[config.mk]
export PLATFORM = sky130hd
export DESIGN_NAME = result_ram_writer
export DESIGN_NICKNAME = d
export VERILOG_FILES = /design/src/rtl/samm_pkg.sv /design/src/rtl/sat16.sv /design/src/rtl/result_ram_writer.sv
export SDC_FILE = /design/constraint.sdc
export NUM_CORES = 1
export LEC_CHECK = 0
export ABC_AREA = 1
export BUFFER_PORTS_ARGS = -buffer_cell sky130_fd_sc_hd__buf_4
export CELL_PAD_IN_SITES_DETAIL_PLACEMENT = 1
export CELL_PAD_IN_SITES_GLOBAL_PLACEMENT = 2
export CORE_MARGIN = 2
export CORE_UTILIZATION = 28
export DETAILED_ROUTE_END_ITERATION = 7
export PLACE_DENSITY_LB_ADDON = 0.05
export SLEW_MARGIN = 15
export SYNTH_ARGS = -nofsm -noshare
export SYNTH_HDL_FRONTEND = slang
export SYNTH_SLANG_ARGS = --single-unit
export TNS_END_PERCENT = 10
[constraint.sdc]
create_clock -name clk -period 2.8 [get_ports clk]
set_clock_uncertainty 0.05 [all_clocks]
set_input_delay 0.28 -clock clk [delete_from_list [all_inputs] [get_ports clk]]
set_output_delay 0.28 -clock clk [all_outputs]
set_load 0.005 [all_outputs]
[src/rtl/samm_pkg.sv]
//------------------------------------------------------------------------------
// Module : samm_pkg
// Brief  : Shared widths and FSM encoding for the result RAM write path.
// Rev    : 1.0  initial release
//------------------------------------------------------------------------------
`default_nettype none

package samm_pkg;
    localparam int DEF_ADDR_W  = 10;
    localparam int DEF_DATA_W  = 8;
    localparam int DEF_ACC_W   = 20;
    localparam int DEF_NUM_RES = 16;
    localparam int RES16_W     = 16;

    typedef enum logic [1:0] {
        ST_IDLE = 2'd0,
        ST_RUN  = 2'd1,
        ST_LAST = 2'd2
    } state_t;
endpackage

`default_nettype wire

[src/rtl/sat16.sv]
//------------------------------------------------------------------------------
// Module : sat16
// Brief  : Combinational signed saturator from ACC_W bits to 16 bits.
// Rev    : 1.0  initial release
//------------------------------------------------------------------------------
`default_nettype none

module sat16
    import samm_pkg::*;
#(
    parameter int ACC_W = DEF_ACC_W
) (
    input  logic [ACC_W-1:0]   i_acc,
    output logic [RES16_W-1:0] o_res16
);

    // Value fits in 16 signed bits only when every bit from 15 upward matches
    logic [ACC_W-RES16_W:0] w_top;
    assign w_top = i_acc[ACC_W-1:RES16_W-1];

    always_comb begin
        o_res16 = i_acc[RES16_W-1:0];
        if ((|w_top) && !(&w_top)) begin
            o_res16 = i_acc[ACC_W-1] ? {1'b1, {(RES16_W-1){1'b0}}}
                                     : {1'b0, {(RES16_W-1){1'b1}}};
        end
    end

endmodule

`default_nettype wire

[src/rtl/result_ram_writer.sv]
//------------------------------------------------------------------------------
// Module : result_ram_writer
// Brief  : Stores a run of NUM_RES accumulator results as byte pairs through
//          the two write ports of the result RAM. RESULT_SAT_EN selects
//          16-bit saturation instead of truncation.
// Rev    : 1.0  initial release
//------------------------------------------------------------------------------
`default_nettype none

module result_ram_writer
    import samm_pkg::*;
#(
    parameter int ADDR_W  = DEF_ADDR_W,
    parameter int DATA_W  = DEF_DATA_W,
    parameter int ACC_W   = DEF_ACC_W,
    parameter int NUM_RES = DEF_NUM_RES
) (
    input  logic              clk,
    input  logic              rst,
    input  logic              start,
    input  logic [ADDR_W-1:0] base_addr,
    output logic              busy,
    output logic              done,
    output logic              wrap_err,
    input  logic              res_valid,
    output logic              res_ready,
    input  logic [ACC_W-1:0]  res_data,
    output logic              wen1,
    output logic              wen2,
    output logic [ADDR_W-1:0] ad1,
    output logic [ADDR_W-1:0] ad2,
    output logic [DATA_W-1:0] wd1,
    output logic [DATA_W-1:0] wd2
);

    localparam int CNT_W = (NUM_RES > 1) ? $clog2(NUM_RES) : 1;
    localparam int SUM_W = ADDR_W + 1;
    localparam logic [CNT_W-1:0] LAST_CNT = CNT_W'(NUM_RES - 1);

    state_t              r_state;
    state_t              w_state_next;
    logic [ADDR_W-1:0]   r_base;
    logic [CNT_W-1:0]    r_count;
    logic                r_done;
    logic                r_wrap;
    logic                r_wen;
    logic [ADDR_W-1:0]   r_ad1;
    logic [ADDR_W-1:0]   r_ad2;
    logic [DATA_W-1:0]   r_wd1;
    logic [DATA_W-1:0]   r_wd2;
    logic                w_load;
    logic                w_hs;
    logic [RES16_W-1:0]  w_res16;
    logic [SUM_W-1:0]    w_sum1;
    logic [SUM_W-1:0]    w_sum2;
    logic                w_wrap;

`ifdef RESULT_SAT_EN
    sat16 #(
        .ACC_W (ACC_W)
    ) u_sat16 (
        .i_acc   (res_data),
        .o_res16 (w_res16)
    );
`else
    assign w_res16 = res_data[RES16_W-1:0];
    logic w_unused;
    assign w_unused = ^res_data[ACC_W-1:RES16_W];
`endif

    // One extra carry bit exposes a wrap past the top of the address space
    assign w_sum1 = {1'b0, r_base} + SUM_W'({r_count, 1'b0});
    assign w_sum2 = w_sum1 + SUM_W'(1);
    assign w_wrap = w_sum1[ADDR_W] | w_sum2[ADDR_W];

    always_comb begin
        w_state_next = r_state;
        w_load       = 1'b0;
        w_hs         = 1'b0;
        res_ready    = 1'b0;
        busy         = 1'b0;
        case (r_state)
            ST_IDLE: begin
                if (start) begin
                    w_load       = 1'b1;
                    w_state_next = ST_RUN;
                end
            end
            ST_RUN: begin
                res_ready = 1'b1;
                busy      = 1'b1;
                if (res_valid) begin
                    w_hs = 1'b1;
                    if (r_count == LAST_CNT) begin
                        w_state_next = ST_LAST;
                    end
                end
            end
            ST_LAST: begin
                busy         = 1'b1;
                w_state_next = ST_IDLE;
            end
            default: w_state_next = ST_IDLE;
        endcase
    end

    always_ff @(posedge clk) begin
        if (rst) begin
            r_state <= ST_IDLE;
        end else begin
            r_state <= w_state_next;
        end
    end

    always_ff @(posedge clk) begin
        if (rst) begin
            r_base  <= '0;
            r_count <= '0;
            r_done  <= 1'b0;
            r_wrap  <= 1'b0;
            r_wen   <= 1'b0;
            r_ad1   <= '0;
            r_ad2   <= '0;
            r_wd1   <= '0;
            r_wd2   <= '0;
        end else begin
            r_done <= (r_state == ST_LAST);
            r_wen  <= w_hs;
            if (w_load) begin
                r_base  <= base_addr;
                r_count <= '0;
                r_wrap  <= 1'b0;
            end
            // Address/data registers only move on a handshake and hold otherwise
            if (w_hs) begin
                r_ad1   <= w_sum1[ADDR_W-1:0];
                r_ad2   <= w_sum2[ADDR_W-1:0];
                r_wd1   <= w_res16[DATA_W-1:0];
                r_wd2   <= w_res16[2*DATA_W-1:DATA_W];
                r_count <= r_count + CNT_W'(1);
                if (w_wrap) begin
                    r_wrap <= 1'b1;
                end
            end
        end
    end

    assign done     = r_done;
    assign wrap_err = r_wrap;
    assign wen1     = r_wen;
    assign wen2     = r_wen;
    assign ad1      = r_ad1;
    assign ad2      = r_ad2;
    assign wd1      = r_wd1;
    assign wd2      = r_wd2;

endmodule

`default_nettype wire

---- Yosys cells after proc, flatten, opt, wreduce, memory -nomap -nowiden ----
Index checks and enable logic that the tools add are counted.
storage, ports and cells
  input bits .............................. 34
  bits in registers ....................... 55
operators by class
  bitwise logic cells ..................... 1
  equal/unequal tests ..................... 6
  mux-type cells .......................... 15
  add/sub/neg operators ................... 3
  reduce and logical (&&, ||, !) cells .... 4
operator list
  cell                     count
  $add A10 B5 Y11          1
  $add A11 B1 Y11 const B  1
  $mux W1                  9
  $mux W4                  2
  $mux W2                  3
  $ne A2 B2 Y1 const B     3
  $add A4 B1 Y4 const B    1
  $eq A4 B4 Y1 const B     1
  $pmux W2 S2              1
  $reduce_and A3 Y1        1
  $eq A2 B1 Y1 const B     1
  $eq A2 B2 Y1 const B     1
  $logic_not A2 Y1         1
  $reduce_bool A2 Y1       1
  $reduce_or A2 Y1         1
  $or A1 B1 Y1             1

---- Depth between registers and ports, before layout ----
  depth after elaboration ................. 5
  gate-level depth with buffers ........... 13

---- Worst setup path before layout ----
OpenSTA, ideal clock, no wires.
  path type ............................... register -> register
  start ................................... reg r_count[0]
  end ..................................... reg r_ad2[9] (netlist: ad2[9])
  arrival time ............................ 1,840 ps
  path slack .............................. 797 ps
  path buffers ............................ 0
  cell stages (with the launch flop) ...... 10
  setup time .............................. 114 ps
  cells stage by stage .................... dfxtp_1 > ha_1 > fa_1 > nand3_1 > nor2_2 > nand3_4 > nor2_4 > nand4_2 > a21oi_1 > nor2_1
between the ends
  longest elaborated chain between the ends .. 2
ends and longest elaborated chain
  what                    line                      source
  start, declared         result_ram_writer.sv:43   logic [CNT_W-1:0] r_count;
  start signal, assigned  result_ram_writer.sv:140  r_count <= r_count + CNT_W'(1);
  $add A10 B5 Y11         result_ram_writer.sv:72   assign w_sum1 = {1'b0, r_base} + SUM_W'({r_count, 1'b0});
  via w_sum1[2]           result_ram_writer.sv:54   logic [SUM_W-1:0] w_sum1;
  $add A11 B1 Y11         result_ram_writer.sv:73   assign w_sum2 = w_sum1 + SUM_W'(1);
  end signal, assigned    result_ram_writer.sv:137  r_ad2 <= w_sum2[ADDR_W-1:0];
  end, declared           result_ram_writer.sv:48   logic [ADDR_W-1:0] r_ad2;
The timed path passes the listed nets, and every way through them passes these cells.
A chain may end at the register's enable or synchronous reset.

---- Final worst setup path ----
Same ends and word-level chain as after synthesis.

==> run_results.csv <==
group,metric,value,unit
cts,cts_made_buffers,5,
cts,cts_buffer_depth,2,
timing,setup_viol,0,
cts,postCtsHoldBufs,0,
worst_setup_path,crit_path_start_kind,"register",
synth,synth_edf_count,0,
synth,yosysUniqueCellTypes,30,
synth,syn_area_per_cell,7.55,um2
pwr,vdd.ir_drop.worst,0.000335,V
timing,setup_ws,0.613,ns
route,drtIter0Drc,18,
synth,synthFlopType,"dfxtp_1",
flow_run,maxCapViolations,0,
synth,yosysMostFrequentCell,"nor2_1",
floorplan,start_util,0.285,
route,wl_met1,3330,um
timing,fmax,457,MHz
finish,stdcell_count,523,
finish,register_area,0.00110,mm2
finish,drive_above_1_share,0.267,
route,wirelength,6900,um
floorplan,die_h,101,um
route,post-route-drc-count,0,
global_route,antenna_found_initial,0,
global_route,grt_use_total,0.147,
pwr,leakage,0.00156,uW
place,dp_slack,0.604,ns
finish,nets,456,
cts,cts_tree,"done",
floorplan,ios,76,
global_route,grt_pass1_wl,11900,um
outcome,status,"complete, no violations",
place,gp_congestion,0.813,
cts,cts_resized,0,
synth,synth_nets,391,
finish,num-fill-cells,1170,
timing,period_share,0.781,
timing,setup_tns,0,ns
floorplan,rows,35,
floorplan,chipWidth,101,um
worst_setup_path,r2r-start,"r_count[0]",
timing,drv_slew,0,
finish,n_antenna_cell,0,
route,dr_wl_met2,3180,um
timing,worst_pin_slew,0.676,ns
place,placed_area,0.00322,mm2
finish,multi_input_area,0.00127,mm2
floorplan,floorplan.die_area,0.0101,mm2
min_path,hold_path.class,"input port to register",
worst_setup_path,crit_path_end_kind,"register",
synth,netlist_instances,346,
worst_setup_path,worstPathArrival,2.35,ns
route,wire_per_inst,13.2,um
finish,syn_to_final_growth,27.9,%
pwr,powerDensity,794,mW/mm2
route,drtPass1Iterations,4,
route,viasPerCell,4.57,
finish,fin_util,0.365,
cts,cts_setup_buffers,0,
route,routed-wl-met3,340,um
worst_setup_path,path_class,"register to register",
synth,ys_seq_area_frac,0.422,
worst_setup_path,cp.required,2.97,ns
cts,clk_pin_slew,0.10,ns
timing,post-route-min-period,2.19,ns
route,highest_layer,"met4",
worst_setup_path,r2r_end,"ad2[9]",
worst_setup_path,crit_fanout,5,
min_path,hold-path-endpoint,"wd1[0]",
synth,ys_warn_count,0,
cts,clock_sinks,55,
route,via_count,2392,
global_route,grt-ovfl-total,0,
synth,post-synth-top-area-fraction,0.422,
worst_setup_path,reg2regPathDepth,9,
timing,rsz0062_at_grt,"false",
min_path,hold_path_depth,3,
global_route,grt_max_degree,34,
worst_setup_path,ff2ff_setup_slack,0.61,ns
timing,maxSlewHeadroom,0.549,
cts,cts-htree-levels,2,
synth,synth_area_leaders,"dfxtp_1 (42%), nor2_1 (9.6%), o21ai_0 (8.4%)",
floorplan,core,0.00915,mm2
place,placed_cells,515,
place,port_buffers,71,
place,hpwl,5160,um
cts,insertion_delay,0.31,ns
synth,async_flop_share,0,
synth,yosys_register_bits,55,
finish,final_area,0.00334,mm2
global_route,grt_pass1_vias,2454,
cts,root_buffer,"clkbuf_8",
synth,synth_top_cell_by_area,"dfxtp_1",
synth,synth_common_cells,"nor2_1 (67), dfxtp_1 (55), nand2_1 (46)",
synth,synth_area,0.00261,mm2
timing,hold_violations,0,
route,ant_nets,0,
min_path,hp-start,"res_data[0]",
==> cell families after synthesis <==
kind of cell    count (synthesis)  synth area share
xor+xnor                        3            0.0101
simple gates                  153             0.270
fa+ha+maj                      11            0.0556
buf+inv                        52            0.0930
flops                          55             0.422
compound gates                 72             0.149
==> cell usage in the layout (no fill, tap or decap), drive strengths merged <==
master	count
a211oi	1
a21oi	17
a32o	1
buf	76
bufinv	1
clkbuf	6
dfxtp	55
fa	1
ha	10
inv	35
nand2	56
nand3	18
nand4	5
nor2	74
o211ai	6
o21ai	46
o22ai	1
xnor2	2
xor2	1
==> stage by stage <==
stage          hold WS (ns)  total power [uW]
3_5_place_dp          0.420              2130
2_1_floorplan         0.393              1700
4_1_cts               0.154              2720
6_report              0.163              2650
3_3_place_gp          0.406              2110
5_1_grt               0.174              2910
==> per-layer routing <==
| metal | vias up | GRT usage |
|---|---|---|
| met3 | 5 | 0.0340 |
| met5 | - | 0 |
| met4 | 0 | 0.0348 |
| met2 | 44 | 0.250 |
| met1 | 1099 | 0.188 |
| li1 | 1244 | - |
==> critical path: stages, from the launching register on <==
cell	delay, ns
dfxtp_1	0.36
ha_1	0.23
fa_1	0.59
nand3_1	0.15
nor2_2	0.18
nand3_4	0.10
nor2_4	0.12
nand4_2	0.11
a21oi_1	0.14
nor2_1	0.05
==> layout make-up <==
type,count,share of cell area
Tap cell,111,0.0416
Timing Repair Buffer,76,0.175
Inverter,34,0.0382
Multi-Input combinational cell,239,0.380
Sequential cell,55,0.330
Clock buffer,6,0.0247
Clock inverter,2,0.0116
==> sequential cells by signal (all words and copies together) (netlist names) <==
signal and flops:
wd2 8, r_state 2, ad2 10, r_count 4, wrap_err 1, done 1, wen1 1, ad1 10
r_base 10, wd1 8
==> how the worst max path moves through the flow <==
stage / start / end / cells after the start
floorplan: r_count[0] / ad2[9] / 9
global route: r_count[0] / ad2[7] / 11
detailed placement: r_count[0] / ad2[9] / 9
CTS: r_count[0] / ad2[9] / 9
finish: r_count[0] / ad2[9] / 9
global placement: r_count[0] / ad2[9] / 9
==> power by group <==
part / total (uW) / switching, uW / internal [uW]
Sequential: 1100 / 124 / 980
Clock: 569 / 274 / 295
Combinational: 979 / 535 / 444
(Power assumes the default switching activity.)
